<file path="src/rtl/ads131_pkg.sv">
// Shared definitions for the ADS131A0x frame decoder: state encoding, CRC constants
// and status-word flag positions for downstream sinks.
package ads131_pkg;

  localparam logic [1:0] ST_IDLE    = 2'd0;
  localparam logic [1:0] ST_STATUS  = 2'd1;
  localparam logic [1:0] ST_CHANNEL = 2'd2;
  localparam logic [1:0] ST_CRC     = 2'd3;

  typedef enum logic [1:0] {
    IDLE    = ST_IDLE,
    STATUS  = ST_STATUS,
    CHANNEL = ST_CHANNEL,
    CRC     = ST_CRC
  } state_t;

  localparam logic [15:0] CRC_POLY = 16'h1021;
  localparam logic [15:0] CRC_INIT = 16'hFFFF;

  // Flag positions within status_word (lower byte carries STAT_1 style flags)
  localparam int unsigned F_DRDY_LSB = 0;
  localparam int unsigned F_DRDY_MSB = 3;
  localparam int unsigned F_RESYNC   = 4;
  localparam int unsigned F_WDT      = 5;
  localparam int unsigned F_SPI      = 6;
  localparam int unsigned F_OPC      = 7;

endpackage

</file>
<file path="src/rtl/ads131_frame_decoder_if.sv">
// Byte-in / sample-out handshake bundle for the ADS131A0x frame decoder.
interface ads131_frame_decoder_if #(
  parameter int unsigned OUT_W = 32
);
  logic [7:0]       in_byte;
  logic             in_valid;
  logic             in_frame_start;
  logic             in_ready;
  logic [OUT_W-1:0] sample_data;
  logic [1:0]       sample_ch;
  logic             sample_valid;
  logic             sample_ready;

  modport master (
    output in_byte, in_valid, in_frame_start, sample_ready,
    input  in_ready, sample_data, sample_ch, sample_valid
  );

  modport slave (
    input  in_byte, in_valid, in_frame_start, sample_ready,
    output in_ready, sample_data, sample_ch, sample_valid
  );
endinterface

</file>
<file path="src/rtl/ads131_crc16_byte.sv">
// One-byte step of CRC-16-CCITT, MSB first; purely combinational.
module ads131_crc16_byte
  import ads131_pkg::*;
(
  input  logic [7:0]  data_byte,
  input  logic [15:0] crc_in,
  output logic [15:0] crc_out
);

  always_comb begin
    crc_out = crc_in;
    for (int i = 7; i >= 0; i--) begin
      if (crc_out[15] ^ data_byte[i]) crc_out = {crc_out[14:0], 1'b0} ^ CRC_POLY;
      else                            crc_out = {crc_out[14:0], 1'b0};
    end
  end

endmodule

</file>
<file path="src/rtl/ads131_frame_decoder.sv">
// Splits an ADS131A0x MISO frame into status and sign-extended channel samples.
// Optional trailing CRC word check is enabled with `define ADS131_FRAME_CRC_EN.
module ads131_frame_decoder
  import ads131_pkg::*;
#(
  parameter int unsigned NUM_CH     = 4,
  parameter int unsigned WORD_BYTES = 3,
  parameter int unsigned OUT_W      = 32
) (
  input  logic                  system_clock,
  input  logic                  reset_n,
  ads131_frame_decoder_if.slave bus,
  output logic [15:0]           status_word,
  output logic                  status_valid,
  output logic                  frame_done,
  output logic [15:0]           frame_count,
  output logic [7:0]            frame_err_count
`ifdef ADS131_FRAME_CRC_EN
  ,
  output logic                  crc_error
`endif
);

  localparam int unsigned WORD_W = 8 * WORD_BYTES;
  localparam int unsigned PART_W = WORD_W - 8;

  state_t             state, state_n;
  logic [1:0]         byte_idx, byte_idx_n;
  logic [1:0]         ch_idx, ch_idx_n;
  logic [PART_W-1:0]  part_q, part_n;
  logic [WORD_W-1:0]  word_next;
  logic [OUT_W-1:0]   data_q, data_n;
  logic [1:0]         sch_q, sch_n;
  logic               sv_q, sv_n;
  logic [15:0]        status_n, count_n;
  logic               status_valid_n, frame_done_n;
  logic [7:0]         err_n;
  logic               accept, word_done;

  // Only the output register can stall the byte stream
  assign bus.in_ready     = !sv_q || bus.sample_ready;
  assign bus.sample_data  = data_q;
  assign bus.sample_ch    = sch_q;
  assign bus.sample_valid = sv_q;

  assign accept    = bus.in_valid && bus.in_ready;
  assign word_next = {part_q, bus.in_byte};
  assign word_done = (byte_idx == 2'(WORD_BYTES - 1));

`ifdef ADS131_FRAME_CRC_EN
  logic [15:0] crc_q, crc_n, crc_seed, crc_next;
  logic        crc_error_n;

  assign crc_seed = bus.in_frame_start ? CRC_INIT : crc_q;

  ads131_crc16_byte u_crc (
    .data_byte (bus.in_byte),
    .crc_in    (crc_seed),
    .crc_out   (crc_next)
  );
`endif

  always_comb begin
    state_n        = state;
    byte_idx_n     = byte_idx;
    ch_idx_n       = ch_idx;
    part_n         = part_q;
    data_n         = data_q;
    sch_n          = sch_q;
    sv_n           = sv_q && !bus.sample_ready;
    status_n       = status_word;
    status_valid_n = 1'b0;
    frame_done_n   = 1'b0;
    count_n        = frame_count;
    err_n          = frame_err_count;
`ifdef ADS131_FRAME_CRC_EN
    crc_n          = crc_q;
    crc_error_n    = crc_error;
`endif
    if (accept && bus.in_frame_start) begin
      // A frame start outside IDLE aborts the frame in flight
      if (state != IDLE && frame_err_count != 8'hFF) err_n = frame_err_count + 8'd1;
      state_n    = STATUS;
      byte_idx_n = 2'd1;
      part_n     = PART_W'(bus.in_byte);
`ifdef ADS131_FRAME_CRC_EN
      crc_n      = crc_next;
`endif
    end else if (accept && state != IDLE) begin
      part_n     = word_next[PART_W-1:0];
      byte_idx_n = word_done ? 2'd0 : byte_idx + 2'd1;
`ifdef ADS131_FRAME_CRC_EN
      if (state != CRC) crc_n = crc_next;
`endif
      if (word_done) begin
        case (state)
          STATUS: begin
            status_n       = word_next[WORD_W-1 -: 16];
            status_valid_n = 1'b1;
            state_n        = CHANNEL;
            ch_idx_n       = 2'd0;
          end
          CHANNEL: begin
            data_n   = OUT_W'($signed(word_next));
            sch_n    = ch_idx;
            sv_n     = 1'b1;
            ch_idx_n = ch_idx + 2'd1;
            if (ch_idx == 2'(NUM_CH - 1)) begin
`ifdef ADS131_FRAME_CRC_EN
              state_n = CRC;
`else
              state_n      = IDLE;
              frame_done_n = 1'b1;
              count_n      = frame_count + 16'd1;
`endif
            end
          end
`ifdef ADS131_FRAME_CRC_EN
          CRC: begin
            state_n      = IDLE;
            frame_done_n = 1'b1;
            count_n      = frame_count + 16'd1;
            crc_error_n  = (crc_q != word_next[WORD_W-1 -: 16]);
          end
`endif
          default: state_n = IDLE;
        endcase
      end
    end
  end

  always_ff @(posedge system_clock) begin
    if (!reset_n) begin
      state           <= IDLE;
      byte_idx        <= 2'd0;
      ch_idx          <= 2'd0;
      part_q          <= '0;
      data_q          <= '0;
      sch_q           <= 2'd0;
      sv_q            <= 1'b0;
      status_word     <= 16'd0;
      status_valid    <= 1'b0;
      frame_done      <= 1'b0;
      frame_count     <= 16'd0;
      frame_err_count <= 8'd0;
`ifdef ADS131_FRAME_CRC_EN
      crc_q           <= CRC_INIT;
      crc_error       <= 1'b0;
`endif
    end else begin
      state           <= state_n;
      byte_idx        <= byte_idx_n;
      ch_idx          <= ch_idx_n;
      part_q          <= part_n;
      data_q          <= data_n;
      sch_q           <= sch_n;
      sv_q            <= sv_n;
      status_word     <= status_n;
      status_valid    <= status_valid_n;
      frame_done      <= frame_done_n;
      frame_count     <= count_n;
      frame_err_count <= err_n;
`ifdef ADS131_FRAME_CRC_EN
      crc_q           <= crc_n;
      crc_error       <= crc_error_n;
`endif
    end
  end

endmodule
</file>
<file path="src/flat_wrapper.sv">
// flat-port wrapper written by rule: the top's interface ports become plain ports
module ads131_frame_decoder_flat import ads131_pkg::*;
#(
  parameter int unsigned NUM_CH     = 4,
  parameter int unsigned WORD_BYTES = 3,
  parameter int unsigned OUT_W      = 32
)
  (system_clock, reset_n, status_word, status_valid, frame_done, frame_count, frame_err_count, bus_in_byte, bus_in_valid, bus_in_frame_start, bus_sample_ready, bus_in_ready, bus_sample_data, bus_sample_ch, bus_sample_valid);
  ads131_frame_decoder_if #(.OUT_W(OUT_W)) bus_i ();
  input  logic system_clock;
  input  logic reset_n;
  output logic [15:0] status_word;
  output logic status_valid;
  output logic frame_done;
  output logic [15:0] frame_count;
  output logic [7:0] frame_err_count;
  input wire logic [$bits(bus_i.in_byte)-1:0] bus_in_byte;
  input wire logic [$bits(bus_i.in_valid)-1:0] bus_in_valid;
  input wire logic [$bits(bus_i.in_frame_start)-1:0] bus_in_frame_start;
  input wire logic [$bits(bus_i.sample_ready)-1:0] bus_sample_ready;
  output wire logic [$bits(bus_i.in_ready)-1:0] bus_in_ready;
  output wire logic [$bits(bus_i.sample_data)-1:0] bus_sample_data;
  output wire logic [$bits(bus_i.sample_ch)-1:0] bus_sample_ch;
  output wire logic [$bits(bus_i.sample_valid)-1:0] bus_sample_valid;
  assign bus_i.in_byte = bus_in_byte;
  assign bus_i.in_valid = bus_in_valid;
  assign bus_i.in_frame_start = bus_in_frame_start;
  assign bus_i.sample_ready = bus_sample_ready;
  assign bus_in_ready = bus_i.in_ready;
  assign bus_sample_data = bus_i.sample_data;
  assign bus_sample_ch = bus_i.sample_ch;
  assign bus_sample_valid = bus_i.sample_valid;
  ads131_frame_decoder #(.NUM_CH(NUM_CH), .WORD_BYTES(WORD_BYTES), .OUT_W(OUT_W)) u_core (.system_clock(system_clock), .reset_n(reset_n), .bus(bus_i), .status_word(status_word), .status_valid(status_valid), .frame_done(frame_done), .frame_count(frame_count), .frame_err_count(frame_err_count));
endmodule
</file>
<file path="config.mk">
export PLATFORM = sky130hd
export DESIGN_NAME = ads131_frame_decoder_flat
export DESIGN_NICKNAME = d
export VERILOG_FILES = /design/src/rtl/ads131_pkg.sv /design/src/rtl/ads131_frame_decoder_if.sv /design/src/rtl/ads131_crc16_byte.sv /design/src/rtl/ads131_frame_decoder.sv /design/src/flat_wrapper.sv
export SDC_FILE = /design/constraint.sdc
export NUM_CORES = 1
export LEC_CHECK = 0
export BUFFER_PORTS_ARGS = -buffer_cell sky130_fd_sc_hd__buf_2
export CELL_PAD_IN_SITES_DETAIL_PLACEMENT = 1
export CELL_PAD_IN_SITES_GLOBAL_PLACEMENT = 2
export CORE_MARGIN = 3
export CORE_UTILIZATION = 32
export CTS_BUF_LIST = sky130_fd_sc_hd__clkbuf_4
export CTS_CLUSTER_DIAMETER = 40
export DETAILED_ROUTE_END_ITERATION = 10
export GPL_TIMING_DRIVEN = 0
export HOLD_SLACK_MARGIN = 0.03
export PLACE_DENSITY = 0.91
export SYNTH_ARGS = -nofsm -noshare
export SYNTH_HDL_FRONTEND = slang
export SYNTH_SLANG_ARGS = --single-unit
</file>
<file path="constraint.sdc">
create_clock -name system_clock -period 2.5 [get_ports system_clock]
set_clock_uncertainty 0.1 [all_clocks]
set_input_delay 0 -clock system_clock [delete_from_list [all_inputs] [get_ports system_clock]]
set_output_delay 0 -clock system_clock [all_outputs]
set_load 0.02 [all_outputs]
</file>
==> results.cfg <==
[worst_setup_path]
path_buf_inv = 2
cp_slowest_stage_delay_ps = 540
path_delay_family = simple AND/OR/NAND/NOR gates
cpMostUsedCell = or4_1
path_cells = inv_1 > ha_2 > nand2b_4 > or4_1 > clkbuf_2 > or4_1 > a21oi_1
start_kind = register
cpMaxStageDelayCell = or4_1
critical_path_class = reg2reg
cp.required_ps = 2780
critPathCaptureType = register
cp_max_fo = 8
crit_arrival_ps = 2640

[logic_synthesis]
syn_inst = 449
synth_area_per_cell_sq_um = 8.35
ys_types = 42
ys.flop_type = dfxtp_1
ys_seq_area_frac = 0.486
synth_edf_count = 0
async_flop_share = 0
ys_ff_latch = 91
synth_warnings = 0
synth-compound-area-share = 0.141
synth-simple-area-share = 0.258
syn-num-nets = 469
syn_area_sq_mm = 0.00375
synth_top_family_by_area = simple AND/OR/NAND/NOR gates
synth.area.mux_share = 0.0374
yosys.area_share.xor_xnor = 0.00234
synthAdderAreaFrac = 0.0234

[die]
dieArea_sq_mm = 0.0130
core_sq_mm = 0.0111
ios = 91
die-width_um = 114
initial_core_util = 0.337
row_count = 38
die_h_um = 114

[placed_design]
post-place-ws_ps = -83.0
place.gp.congestion = 0.775
dp_hpwl_um = 8490
dpl-instance-area_sq_mm = 0.00437
io_buffers = 89

[routing]
wl_per_cell_um = 15.9
drtAntennaViolNets = 0
post-route-drc-count = 0
dr.pass1.iters = 4
vias = 3610
vias_per_cell = 5.11
drt-initial-drc-count = 169
wl_um = 11300

[grt]
antenna_found_initial = 0
grt_pass1_wl_um = 18300
grt_max_degree = 16
overflow = 0
track_usage = 0.176
grt_pass1_vias = 3591

[hold_path]
hold_path_class = in2reg

[timing]
worstMarginPinSlew_ps = 613
timing.fmax_mhz = 424
post-route-period-util = 0.943
grt_setup_unrepaired = false
drv_slew = 0
fin_ws_ps = 142
setup_violations = 0
period_needed_ps = 2360
max_slew_margin = 0.592
hold_violations = 0

[cells_and_area]
fin_area_sq_mm = 0.00465
nNetsFinal = 581
syn2layout_area_growth_pct = 24.0
fillers = 1424
most-common-layout-cells = nand2_1 (106), dfxtp_1 (91), buf_2 (90)
drive_gt1_frac = 0.226
mostFrequentLayoutCell = nand2_1
diodes = 0

[pwr]
p_leak_nw = 1.87
p_total_w = 0.00243
vdd_drop_max_v = 0.000226
powerDensity_mw_per_mm2 = 523

[clocking]
h-tree-depth = 3
cts_setup_buffers = 0
clk_pin_slew_ps = 150
clock-sinks = 91
cts_tree = built
numCtsBuffers = 9
cts-root-buf = clkbuf_4
insertion_delay_ps = 460
cts_max_path_buffers = 2

[run]
cap_violations = 0

[run_status]
status = completed
==> cells by family after synthesis <==
logic type,after synthesis
xor gates and xnor gates,1
muxes,14
adders and majority gates,7
DFF,91
buffers and inverters,41
AOI/OAI and AO/OA,96
and+or+nand+nor,199
==> path summary, 6_finish.rpt <==
check	startpoint	cells after the start	end	slack (ps)
setup / recovery	u_core.state[1]	7	u_core.frame_count[13]	140
hold / removal	bus_in_byte[4]	4	u_core.bus.sample_data[4]	220
setup reg to reg	u_core.state[1]	7	u_core.frame_count[13]	140
hold reg to reg	u_core.bus.sample_ch[1]	2	u_core.bus.sample_ch[1]	370
==> repair_timing <==
action | in CTS | in global routing
resized for setup | 1 | 9
endpoints found under the setup margin | 16 | 36
gates cloned | 0 | 0
hold buffers | 12 | 0
hold endpoints to repair | 38 | 0
==> stage by stage <==
stage / hold slack [ps] / utilization / setup TNS (ps) / cells
after floorplan: 36.0 / - / 0 / 449
after global placement: 159 / 0.393 / 0 / 678
after detailed placement: 165 / 0.393 / -443 / 678
after CTS: 202 / 0.416 / 0 / 706
after global routing: 206 / 0.418 / 0 / 706
final: 220 / 0.418 / 0 / 706
==> per-layer routing <==
layer,share of wire,vias up,global-route usage
met5,0,-,0
met4,0.010,0,0.0499
met3,0.056,10,0.0396
met2,0.47,80,0.296
met1,0.46,1731,0.227
li1,-,1789,-
==> power breakdown <==
group	internal, W	total [W]	leakage, nW	switching (W)
combinational	0.0000455	0.000123	1.06	0.0000774
clock	0.000317	0.000829	0.0744	0.000512
sequential	0.00146	0.00148	0.734	0.0000166
total	0.00183	0.00243	1.87	0.000606
==> state kept, by name (all words and copies together) (netlist names), 2 cells and up <==
signal                  flops
u_core.bus.sample_data     24
u_core.frame_err_count      8
u_core.bus.sample_ch        2
u_core.status_word         16
u_core.byte_idx             2
u_core.part_q              16
u_core.state                2
u_core.ch_idx               2
u_core.frame_count         16
==> cell type report <==
| type | instances | area (sq um) | area share |
|---|---|---|---|
| multi-input cells | 317 | 1750 | 0.376 |
| repair buffers | 101 | 566 | 0.122 |
| clock buffers | 10 | 75.1 | 0.0162 |
| clock inverters | 6 | 63.8 | 0.0137 |
| plain buffers | 35 | 176 | 0.0380 |
| well taps | 140 | 175 | 0.0377 |
| flip-flops and latches | 91 | 1820 | 0.392 |
| inverters | 6 | 22.5 | 0.00485 |
==> tightest hold or removal path: stages <==
cell and delay, ps:
dlygate4sd3_1 530, buf_2 130, nand2_1 50, a21oi_1 50
==> synthesized netlist by cell type (2+ instances only) <==
library cell,number,share of area
nand2_1,106,0.11
dfxtp_1,91,0.49
a21oi_1,56,0.075
nand3_1,27,0.036
o21ai_0,23,0.031
clkbuf_1,22,0.022
mux2i_1,14,0.037
nor2_1,14,0.014
or4_1,12,0.024
o31ai_1,11,0.022
buf_4,8,0.016
ha_1,7,0.023
nor4_1,6,0.010
or3_1,6,0.010
nand2b_1,5,0.0083
inv_1,4,0.0040
nand4_1,4,0.0067
and4_1,3,0.0070
and3_1,2,0.0033
buf_1,2,0.0020
nand3b_1,2,0.0040
nor2b_1,2,0.0033
o311ai_0,2,0.0047
o41ai_1,2,0.0047
(Power assumes the default switching activity.)
